==> src/rtl/divider_pkg.sv <==
// Shared definitions for the sequential restoring divider.
// State encoding, default width and iteration counter width.
package divider_pkg;

    localparam int DIV_WIDTH = 32;
    localparam int DIV_CNT_W = $clog2(DIV_WIDTH);

    typedef enum logic [1:0] {
        ST_IDLE = 2'd0,
        ST_RUN  = 2'd1,
        ST_DONE = 2'd2
    } state_e;

endpackage

==> src/rtl/div_step.sv <==
// One restoring-division iteration: shift in the next dividend bit
// and subtract the divisor using a WIDTH+1-bit subtractor.
module div_step
    import divider_pkg::*;
#(
    parameter int WIDTH = DIV_WIDTH
) (
    input  logic [WIDTH:0]   r_i,
    input  logic [WIDTH-1:0] q_i,
    input  logic [WIDTH-1:0] d_i,
    output logic [WIDTH:0]   r_o,
    output logic [WIDTH-1:0] q_o
);

    logic [WIDTH:0] r_sh;
    logic [WIDTH:0] diff;

    always_comb begin
        r_sh = {r_i[WIDTH-1:0], q_i[WIDTH-1]};
        diff = r_sh - {1'b0, d_i};
        if (!diff[WIDTH]) begin
            r_o = diff;
            q_o = {q_i[WIDTH-2:0], 1'b1};
        end else begin
            r_o = r_sh;
            q_o = {q_i[WIDTH-2:0], 1'b0};
        end
    end

endmodule

==> src/rtl/sequential_divider_32_bit.sv <==
// Multi-cycle unsigned restoring divider with start/done handshake.
// One quotient bit per cycle; divide-by-zero reports all-ones quotient.
module sequential_divider_32_bit
    import divider_pkg::*;
#(
    parameter int WIDTH = DIV_WIDTH
) (
    input  logic             clk,
    input  logic             rst_n,
    input  logic             start,
    input  logic [WIDTH-1:0] dividend,
    input  logic [WIDTH-1:0] divisor,
    output logic             busy,
    output logic             done,
    output logic [WIDTH-1:0] quotient,
    output logic [WIDTH-1:0] remainder,
    output logic             div_by_zero
);

    localparam int CNT_W = $clog2(WIDTH);
    localparam logic [CNT_W-1:0] LAST = CNT_W'(WIDTH - 1);

    state_e           state_q, state_d;
    logic [CNT_W-1:0] cnt_q, cnt_d;
    logic [WIDTH-1:0] q_q, q_d;
    logic [WIDTH:0]   r_q, r_d;
    logic [WIDTH-1:0] d_q, d_d;
    logic             zero_q, zero_d;
    logic [WIDTH-1:0] quot_q, quot_d;
    logic [WIDTH-1:0] rem_q, rem_d;
    logic             dbz_q, dbz_d;

    logic [WIDTH:0]   step_r;
    logic [WIDTH-1:0] step_q;

    div_step #(.WIDTH(WIDTH)) u_step (
        .r_i (r_q),
        .q_i (q_q),
        .d_i (d_q),
        .r_o (step_r),
        .q_o (step_q)
    );

    always_comb begin
        state_d = state_q;
        cnt_d   = cnt_q;
        q_d     = q_q;
        r_d     = r_q;
        d_d     = d_q;
        zero_d  = zero_q;
        quot_d  = quot_q;
        rem_d   = rem_q;
        dbz_d   = dbz_q;
        unique case (state_q)
            ST_IDLE: begin
                if (start) begin
                    state_d = ST_RUN;
                    d_d     = divisor;
                    q_d     = dividend;
                    r_d     = '0;
                    zero_d  = (divisor == '0);
                    // zero divisor spends a single RUN cycle before DONE
                    cnt_d   = zero_d ? LAST : '0;
                end
            end
            ST_RUN: begin
                q_d   = step_q;
                r_d   = step_r;
                cnt_d = cnt_q + 1'b1;
                if (cnt_q == LAST) begin
                    state_d = ST_DONE;
                    if (zero_q) begin
                        quot_d = '1;
                        rem_d  = q_q;
                        dbz_d  = 1'b1;
                    end else begin
                        quot_d = step_q;
                        rem_d  = step_r[WIDTH-1:0];
                        dbz_d  = 1'b0;
                    end
                end
            end
            ST_DONE: state_d = ST_IDLE;
            default: state_d = ST_IDLE;
        endcase
    end

    always_ff @(posedge clk or negedge rst_n) begin
        if (!rst_n) begin
            state_q <= ST_IDLE;
            cnt_q   <= '0;
            q_q     <= '0;
            r_q     <= '0;
            d_q     <= '0;
            zero_q  <= 1'b0;
            quot_q  <= '0;
            rem_q   <= '0;
            dbz_q   <= 1'b0;
        end else begin
            state_q <= state_d;
            cnt_q   <= cnt_d;
            q_q     <= q_d;
            r_q     <= r_d;
            d_q     <= d_d;
            zero_q  <= zero_d;
            quot_q  <= quot_d;
            rem_q   <= rem_d;
            dbz_q   <= dbz_d;
        end
    end

    assign busy        = (state_q != ST_IDLE);
    assign done        = (state_q == ST_DONE);
    assign quotient    = quot_q;
    assign remainder   = rem_q;
    assign div_by_zero = dbz_q;

endmodule

==> config.mk <==
export PLATFORM = sky130hd
export DESIGN_NAME = sequential_divider_32_bit
export DESIGN_NICKNAME = d
export VERILOG_FILES = /design/src/rtl/divider_pkg.sv /design/src/rtl/div_step.sv /design/src/rtl/sequential_divider_32_bit.sv
export SDC_FILE = /design/constraint.sdc
export NUM_CORES = 1
export LEC_CHECK = 0
export ABC_AREA = 1
export ABC_CLOCK_PERIOD_IN_PS = 3520
export CORE_ASPECT_RATIO = 0.75
export CORE_MARGIN = 2
export CORE_UTILIZATION = 40
export DETAILED_ROUTE_END_ITERATION = 12
export PLACE_DENSITY_LB_ADDON = 0.1
export RECOVER_POWER = 25
export SLEW_MARGIN = 20
export SYNTH_ARGS = -nofsm -noshare
export SYNTH_HDL_FRONTEND = slang
export SYNTH_HIERARCHICAL = 1
export SYNTH_SLANG_ARGS = --single-unit
==> constraint.sdc <==
create_clock -name clk -period 3.52 [get_ports clk]
set_input_delay 0.88 -clock clk [delete_from_list [all_inputs] [get_ports clk]]
set_output_delay 0.88 -clock clk [all_outputs]
set_load 0.01 [all_outputs]
==> flow_summary.toml <==
[layout]
fin_nets = 1612
seqCellArea_mm2 = 0.00423
diodes = 0
fillCellCount = 2539
layout-drive-gt1-share_pct = 6.64
area_delta_synth_final_pct = 19.2
multiInputGateArea_mm2 = 0.00481

[floorplanning]
core_mm2 = 0.0251
num_rows = 50
die_w_um = 190
chipHeight_um = 143
dieArea_mm2 = 0.0272
num_io_pins = 134
initial_core_util_pct = 41.1

[sta]
fin_crit_sh_pct = 91.5
final-max-slew-violation-count = 53
fin_skew_ns = 0.0146
hold_violations = 0
setup_tns_ns = 0
slew_headroom_pct = -66.9
fmax_mhz = 311
setup_violations = 0
layout_min_cycle_time_ns = 3.22
rsz0062_at_grt = "no"
tightestPinTransition_ns = 2.50

[logic_synthesis]
yosysWarnings = 6
synth_cells = 1431
synth_nets = 1534
synthesis.area_mm2 = 0.0103
avgSynthCellArea_um2 = 7.22

[critical_path]
crit_arrival_ns = 3.57
cp.required_ns = 3.88
r2r_slack_ns = 0.30
path_delay_family = "adder cells"
worst-path-buf-inv = 4
endpoint_kind = "register"
worstSetupPathType = "reg -> reg"
ff2ff_path_depth = 18
slowest_delay_ns = 0.40
path_cells = "inv_1, ha_1, fa_1, inv_2, nand3_1, nand3_1, nand3_1, nand3_2, nand2_1, nand2_1, nand4_1, nand2_1, ha_1, inv_2, clkbuf_16, o21ai_1, o21ai_0, o21ai_0"
critPathMaxFanout = 23
cpMaxStageDelayCell = "o21ai_1"
r2r_end = "remainder[10]"
cp-start-kind = "register"
r2r_start = "q_q[31]"

[routing]
vias = 9358
first_pass_iters = 6
first_iter_violations = 818
postRouteWirelength_um = 31900
drc = 0
wl_per_cell_um = 17.1
ant_nets = 0
viasPerCell = 5.03

[placed_design]
io_buffers = 133
place.gp.congestion = 0.913
hpwl_um = 23400

[grt]
grt_first_pass_wirelength_um = 49600
grt_overflow = 0
track_usage_pct = 24.0
grt_pass1_vias = 8844
grt_max_degree = 61
antenna_found_initial = 0

[clock_network]
clock-root-buffer = "clkbuf_16"
cts_buffers = 17
cts_resized = 0
clock_latency_ns = 0.44
htree_levels = 4
ctsHoldBuffers = 0
cts_tree = "done"
path_clk_slew_ns = 0.07
post_cts.repair.setup_buffers = 0
clockBufferDepth = 2
cts_num_sinks = 169

[hold_path]
holdPathStages = 2
holdPathEnd = "d_q[14]"
hp-class = "reg -> reg"
hp-start = "d_q[14]"

[run]
drv_cap = 1

[run_status]
outcome = "complete, but fails checks"
violations = "capacitance limit, slew limit"
==> area by class of cell <==
cell class	count	area share (%)
inverters	207	6.34
repair buffers	147	12.1
clock buffers	19	3.59
flip-flops and latches	169	34.3
clock inverters	13	1.12
well taps	338	3.43
multi-input cells	967	39.1
==> stage by stage <==
stage / instance area [um2] / hold WS [ns] / setup slack, ns / cells / util [%]
after global placement: 11700 / 0.465 / 0.241 / 1827 / 46.6
after global routing: 12300 / 0.505 / 0.0435 / 1860 / 49.0
after floorplan: 10300 / 0.449 / 0.450 / 1431 / -
after detailed placement: 11700 / 0.467 / 0.198 / 1827 / 46.6
after CTS: 12300 / 0.391 / 0.126 / 1859 / 48.9
final: 12300 / 0.485 / 0.301 / 1860 / 49.0
==> worst register-to-register path, stage by stage (launching register included) <==
cell       delay (ns)
dfrtp_1          0.39
inv_1            0.06
ha_1             0.21
fa_1             0.38
inv_2            0.11
nand3_1          0.07
nand3_1          0.15
nand3_1          0.11
nand3_2          0.10
nand2_1          0.07
nand2_1          0.09
nand4_1          0.07
nand2_1          0.08
ha_1             0.25
inv_2            0.10
clkbuf_16        0.21
o21ai_1          0.40
o21ai_0          0.16
o21ai_0          0.15
==> registers in the layout, summed over array words and instances (netlist names) <==
name / flops
cnt_q: 5
d_q: 32
div_by_zero: 1
q_q: 32
quotient: 32
r_q: 32
remainder: 32
state_q: 2
zero_q: 1
==> layer usage <==
metal / GRT usage, % / vias up / part of all wire (%)
li1: - / 4645 / -
met1: 37.6 / 4387 / 51
met2: 32.6 / 295 / 40
met3: 5.26 / 31 / 7.1
met4: 6.90 / 0 / 2.0
met5: 0 / - / 0
==> how the worst max path moves through the flow <==
stage | from | end | slack (ns) | depth (start not counted)
6_report | q_q[31] | remainder[10] | 0.30 | 18
5_1_grt | q_q[31] | remainder[13] | 0.04 | 19
4_1_cts | q_q[31] | remainder[8] | 0.13 | 18
3_5_place_dp | q_q[31] | remainder[13] | 0.20 | 19
3_3_place_gp | q_q[31] | remainder[13] | 0.24 | 19
2_1_floorplan | q_q[31] | remainder[7] | 0.45 | 23
==> cell usage in the layout (no fill, tap or decap), types with 8 or more instances in the layout <==
cell type	instances
clkbuf_16	18
nand3_1	41
o21ai_1	11
clkdlybuf4s50_1	132
inv_1	198
dfrtp_1	169
a2bb2oi_1	14
buf_4	9
o221a_2	18
xnor2_1	12
o211ai_1	8
a32o_1	14
nand2_1	517
ha_1	35
nor2_1	102
o21ai_0	123
a21oi_1	23
Power is not shown: default switching activity piles up to over one toggle a cycle in this logic, so the estimate is an artifact.
